`src/rtl/xor_checksum_accumulator.sv`:
```
// Per-packet XOR checksum over a framed beat stream.
// The result is presented on a valid/ready port with a saturating beat count.

module BitWiseXOR #(
    parameter int    N     = 32,
    parameter string MODEL = "Structural"
) (
    input  logic [N-1:0] a,
    input  logic [N-1:0] b,
    output logic [N-1:0] y
);
    generate
        if (MODEL == "Structural") begin : g_struct
            for (genvar gi = 0; gi < N; gi++) begin : g_bit
                assign y[gi] = a[gi] ^ b[gi];
            end
        end else begin : g_behav
            assign y = a ^ b;
        end
    endgenerate
endmodule

module xor_checksum_accumulator #(
    parameter int    N     = 32,
    parameter int    CW    = 8,
    parameter string MODEL = "Structural"
) (
    input  logic          clk,
    input  logic          rst,
    input  logic          in_valid,
    output logic          in_ready,
    input  logic [N-1:0]  in_data,
    input  logic          in_last,
    input  logic          abort,
    output logic          out_valid,
    input  logic          out_ready,
    output logic [N-1:0]  out_data,
    output logic [CW-1:0] out_count,
    output logic          out_sat
);
    typedef enum logic [1:0] {IDLE, ACCUM, DONE} state_t;

    localparam logic [CW-1:0] CNT_MAX = {CW{1'b1}};

    state_t        state_reg, state_next;
    logic [N-1:0]  acc_reg, acc_next;
    logic [CW-1:0] cnt_reg, cnt_next;
    logic          out_valid_reg, out_valid_next;
    logic [N-1:0]  out_data_reg, out_data_next;
    logic [CW-1:0] out_count_reg, out_count_next;
    logic          out_sat_reg, out_sat_next;

    logic          accept;
    logic [N-1:0]  op_a;
    logic [N-1:0]  xor_y;
    logic [CW-1:0] cnt_base;
    logic [CW-1:0] cnt_inc;

    assign in_ready = !rst && !abort && (state_reg != DONE || out_ready);
    assign accept   = in_valid && in_ready;

    // A packet that is not open folds against zero, so each new packet starts clean.
    assign op_a     = (state_reg == ACCUM) ? acc_reg : '0;
    assign cnt_base = (state_reg == ACCUM) ? cnt_reg : '0;
    assign cnt_inc  = (cnt_base == CNT_MAX) ? CNT_MAX : cnt_base + 1'b1;

    BitWiseXOR #(
        .N     (N),
        .MODEL (MODEL)
    ) u_xor (
        .a (op_a),
        .b (in_data),
        .y (xor_y)
    );

    always_comb begin
        state_next     = state_reg;
        acc_next       = acc_reg;
        cnt_next       = cnt_reg;
        out_valid_next = out_valid_reg;
        out_data_next  = out_data_reg;
        out_count_next = out_count_reg;
        out_sat_next   = out_sat_reg;

        if (state_reg == DONE && out_ready) begin
            out_valid_next = 1'b0;
            state_next     = IDLE;
        end

        // abort forces in_ready low, so an accepted beat and an abort never coincide.
        if (accept) begin
            if (in_last) begin
                out_data_next  = xor_y;
                out_count_next = cnt_inc;
                out_sat_next   = (cnt_inc == CNT_MAX);
                out_valid_next = 1'b1;
                state_next     = DONE;
                acc_next       = '0;
                cnt_next       = '0;
            end else begin
                acc_next   = xor_y;
                cnt_next   = cnt_inc;
                state_next = ACCUM;
            end
        end else if (abort && state_reg == ACCUM) begin
            acc_next   = '0;
            cnt_next   = '0;
            state_next = IDLE;
        end
    end

    always_ff @(posedge clk) begin
        if (rst) begin
            state_reg     <= IDLE;
            acc_reg       <= '0;
            cnt_reg       <= '0;
            out_valid_reg <= 1'b0;
            out_data_reg  <= '0;
            out_count_reg <= '0;
            out_sat_reg   <= 1'b0;
        end else begin
            state_reg     <= state_next;
            acc_reg       <= acc_next;
            cnt_reg       <= cnt_next;
            out_valid_reg <= out_valid_next;
            out_data_reg  <= out_data_next;
            out_count_reg <= out_count_next;
            out_sat_reg   <= out_sat_next;
        end
    end

    assign out_valid = out_valid_reg;
    assign out_data  = out_data_reg;
    assign out_count = out_count_reg;
    assign out_sat   = out_sat_reg;
endmodule

```
`config.mk`:
```
export PLATFORM = sky130hd
export DESIGN_NAME = xor_checksum_accumulator
export DESIGN_NICKNAME = d
export VERILOG_FILES = /design/src/rtl/xor_checksum_accumulator.sv
export SDC_FILE = /design/constraint.sdc
export NUM_CORES = 1
export LEC_CHECK = 0
export BUFFER_PORTS_ARGS = -buffer_cell sky130_fd_sc_hd__clkbuf_2
export CAP_MARGIN = 20
export CELL_PAD_IN_SITES_DETAIL_PLACEMENT = 1
export CELL_PAD_IN_SITES_GLOBAL_PLACEMENT = 1
export CORE_ASPECT_RATIO = 1.75
export CORE_MARGIN = 2
export CORE_UTILIZATION = 45
export CTS_CLUSTER_SIZE = 20
export DETAILED_ROUTE_END_ITERATION = 12
export GPL_TIMING_DRIVEN = 1
export PLACE_DENSITY_LB_ADDON = 0.1
export SYNTH_ARGS = -nofsm -noshare
export SYNTH_HDL_FRONTEND = slang
export SYNTH_SLANG_ARGS = --single-unit
```
`constraint.sdc`:
```
create_clock -name clk -period 3.1 [get_ports clk]
set_input_delay 0.31 -clock clk [delete_from_list [all_inputs] [get_ports clk]]
set_output_delay 0.31 -clock clk [all_outputs]
set_load 0.01 [all_outputs]
```
Word-level counts from Yosys, hierarchy flattened
Cells that the tools add are included.
{"block": "op_classes", "reduce_logical": 11, "bitwise_logic": 32, "mux": 16, "n_eq_ne": 5, "add_sub_neg": 1}
{"operator": "two-way mux 32 bit", "count": 4}
{"operator": "two-way mux 8 bit", "count": 5}
{"operator": "bitwise XOR 1 bit", "count": 32}
{"operator": "equality test 8 bit, second input constant", "count": 2}
{"operator": "adder 8 x 1 -> 8 bit, second input constant", "count": 1}
{"operator": "two-way mux 2 bit", "count": 4}
{"operator": "logical AND 1 bit", "count": 5}
{"operator": "two-way mux 1 bit", "count": 3}
{"operator": "nonzero test 3 bit", "count": 1}
{"operator": "equality test 2 x 1 -> 1 bit, second input constant", "count": 1}
{"operator": "equality test 2 bit, second input constant", "count": 1}
{"operator": "zero test 1 bit", "count": 2}
{"operator": "!= test 2 bit, second input constant", "count": 1}
{"operator": "AND reduction 2 bit", "count": 1}
{"operator": "nonzero test 2 bit", "count": 1}
{"operator": "logical OR 1 bit", "count": 1}
{"block": "totals", "elab_cells": 72, "in_bits": 38, "ff_bits": 84}

Logic depth before layout (Yosys ltp)
{"block": "logic_depth", "ltp_word": 6, "mapped_depth": 7, "depth_no_buf": 4}

By module
A second synthesis with hierarchy kept.
{"block": "unflattened", "hier_cells": 392, "area_unflattened_um2": 3480.8}
{"module": "xor_checksum_accumulator", "n_inst": 1, "area_per_inst_um2": 3200.6, "cells_per_inst": 360}
{"module": "BitWiseXOR", "n_inst": 1, "area_per_inst_um2": 280.3, "cells_per_inst": 32}

Worst setup path before layout
No wires, ideal clock.
{"block": "synth_path", "kind": "input port to flip-flop", "from": "in rst", "to": "reg acc_reg[10]", "setup_time_ns": 0.070, "t_arrival_ns": 1.555, "path_slack_ns": 1.474, "path_stages": 7, "required_time_ns": 3.030, "path_buffers": 3, "cell_sequence": "clkbuf_1 -> or4b_1 -> buf_6 -> buf_6 -> nor3_2 -> o21ai_1 -> a21oi_1"}
{"block": "synth_between", "elab_chain_cells": 5}
{"element": "start: declaration", "line": "29", "text": "input logic rst,"}
{"element": "zero test 1 bit", "line": "59", "text": "assign in_ready = !rst && !abort && (state_reg != DONE || out_ready);"}
{"element": "logical AND 1 bit (2 in series)", "line": "59"}
{"element": "logical AND 1 bit", "line": "60", "text": "assign accept = in_valid && in_ready;"}
{"element": "two-way mux 32 bit / nonzero test 2 bit (equally long branches)"}
{"element": "end signal: assignment", "line": "123", "text": "acc_reg <= acc_next;"}
{"element": "end: declaration", "line": "46", "text": "logic [N-1:0] acc_reg, acc_next;"}
Several ways; a longest one is shown, not always the timed one.
A chain may end at the register's enable or synchronous reset.

Worst setup path after layout
{"block": "layout_path", "from": "reg state_reg[1]", "to": "out in_ready"}
{"block": "layout_between", "elab_chain_cells": 3}
{"element": "start: declaration", "line": "45", "text": "state_t state_reg, state_next;"}
{"element": "start signal: assignment", "line": "122", "text": "state_reg <= state_next;"}
{"element": "!= test 2 bit", "line": "59"}
{"element": "logical OR 1 bit", "line": "59"}
{"element": "logical AND 1 bit", "line": "59"}
{"element": "end: declaration", "line": "31", "text": "output logic in_ready,"}
No other way between the ends.

==> flow_summary.yaml <==
worst_setup_path:
  startpoint_type: "flop"
  worstSetupPathType: "flop to output pin"
  worstPathRequired_ns: 2.79
  crit_path_end_kind: "output pin"
  crit_fanout: 31
  arrival_ns: 1.89
run:
  maxCapViolations: 0
clock_network:
  post_cts_buffers: 0
  clk_root_buffer_cell: "clkbuf_16"
  cts_buffers: 9
  holdBufCountCts: 0
  cts_sinks: 84
  clock_latency_ns: 0.34
  path_clk_slew_ns: 0.06
  cts_tree: "done"
  htree_levels: 3
  cts_resized: 0
  clockBufferDepth: 2
grt:
  grtUsageTotal: 0.240
  grt_pass1_vias: 4209
  grt-ovfl-total: 0
  grt_max_degree: 84
  antenna_found_initial: 0
  grt_pass1_wl_um: 20700
synthesis:
  synth_edf_count: 0
  synth_area_um2: 4510
  yosysSeqAreaShare: 0.373
  yosys_most_used_dff: "dfxtp_1"
  syn_inst: 532
  async_flop_share: 0
  synth.avg_cell_area_um2: 8.48
  syn_nets: 570
  synth_cell_types: 44
  yosysWarnings: 0
  ys_seq_elements: 84
routing:
  vias: 4122
  detail_route.first_pass.iterations: 4
  wl_met1_um: 5180
  met3WireLength_um: 487
  dr.first_iter.drc_count: 180
  met2_length_um: 6560
  drcViolationCount: 0
  ant_nets: 0
  wl_per_cell_um: 17.6
  vias_per_cell: 5.77
  wl_um: 12600
  topRoutingLayerUsed: "met4"
final_layout:
  finalNetCount: 622
  final_common_cell: "dfxtp_1"
  syn_to_final_growth_pct: 16.2
  final_cells: 714
  layout_common_cells: "dfxtp_1, clkbuf_2, nor3_2"
  fin_area_um2: 5240
  drive_gt1_frac: 0.294
  diodes: 0
power:
  p_seq_frac: 0.458
  leakagePower_uw: 0.00182
  switching_share: 0.250
  peakVddDrop_uv: 324
  p_sw_uw: 616
  intPower_uw: 1850
  powerDensity_nw_per_um2: 471
  p_clk_frac: 0.448
  pwr-share-comb: 0.095
sta:
  period_share: 0.710
  fin_setup_tns_ns: 0
  fin_skew_ns: 0.00290
  setup_ws_ns: 0.898
  rsz0062_at_grt: "false"
  period_needed_ns: 2.20
  finalMaxSlewViolations: 0
  final_hold_viol_count: 0
  worstMarginPinSlew_ns: 1.08
  slew_headroom: 0.280
  fmax_ghz: 0.454
  finalSetupViolCount: 0
floorplanning:
  die_x_um: 79.7
  ios: 81
  core_area_um2: 9790
  initial_core_util: 0.461
  core.rowCount: 48
  die_area_um2: 10900
  die_h_um: 136
placed_design:
  dpl.hpwl_um: 8010
  place_inst: 698
  pre_cts_ws_ns: 0.947
  placed_cell_area_um2: 4940
  port_buffers: 80
  finalWeightedCongestion: 0.740
status:
  status: "complete, no violations"
worst_hold_path:
  hold_class: "input port to flop"
## final cells by class
type / count / area [um2]
multi-input combinational: 393 / 2590
sequential: 84 / 1680
fill: 1217 / 4550
inverter: 8 / 30.0
clock inverter: 5 / 50.0
tap: 125 / 156
timing repair buffer: 88 / 485
clock buffer: 11 / 253
## cells in the mapped netlist (2+ instances only)
cell      number  area (um2)
nor3_1         3        15.0
nor3b_1       27         203
nor2_1        42         158
o32ai_1        4        35.0
a211oi_1      33         248
buf_1          6        22.5
nor3_2        59         591
inv_1          8        30.0
dfxtp_1       84        1680
or2_2          2        12.5
o21ai_1       32         160
nand2b_1       2        12.5
nand3b_1       6        45.0
nand4_1        3        18.8
a21oi_1       42         210
xor2_1        32         280
o21ai_0       34         170
buf_2         11        55.1
nand2_1       44         165
clkbuf_1      23        86.3
nand3_1        6        30.0
buf_6          7        78.8
## power by group through the flow
stage | clock [uW] | combinational [uW] | sequential [uW]
after global placement | 0 | 226 | 1150
after global routing | 1160 | 258 | 1130
after floorplan | 0 | 134 | 1160
final | 1110 | 233 | 1130
after CTS | 1120 | 236 | 1130
after detailed placement | 0 | 234 | 1150
## worst max-delay path, cell delays in order (launching register included)
cell	delay, ns
dfxtp_1	0.46
nor3b_4	0.29
buf_4	0.55
nor3_1	0.09
clkbuf_2	0.17
## layer usage
metal | global-route usage | up-vias
met4 | 0.111 | 0
met3 | 0.0378 | 25
met1 | 0.280 | 2010
met5 | 0 | -
li1 | - | 2000
met2 | 0.421 | 87
## logic make-up after synthesis
family / share of synthesized area
AO/OA/AOI/OAI: 0.202
XOR/XNOR: 0.0641
buffers and inverters: 0.0605
flip-flops: 0.373
multiplexers: 0.00222
AND/OR/NAND/NOR: 0.298
## path summary, 6_finish.rpt
path / cells past startpoint / to / slack, ns / from
worst min register to register: 2 / out_count[4] / 0.46 / out_count[4]
worst max register to register: 5 / out_data[4] / 0.93 / state_reg[0]
worst min-delay path: 2 / state_reg[1] / 0.23 / rst
worst max-delay path: 4 / in_ready / 0.90 / state_reg[1]
## per-stage QoR
stage / hold slack, ns / total power (uW) / util
2_1_floorplan: 0.458 / 1290 / -
3_3_place_gp: 0.441 / 1380 / 0.505
3_5_place_dp: 0.452 / 1390 / 0.505
4_1_cts: 0.219 / 2490 / 0.536
5_1_grt: 0.235 / 2550 / 0.536
6_report: 0.231 / 2470 / 0.536
Note: power is estimated with default switching activity, not from simulation.
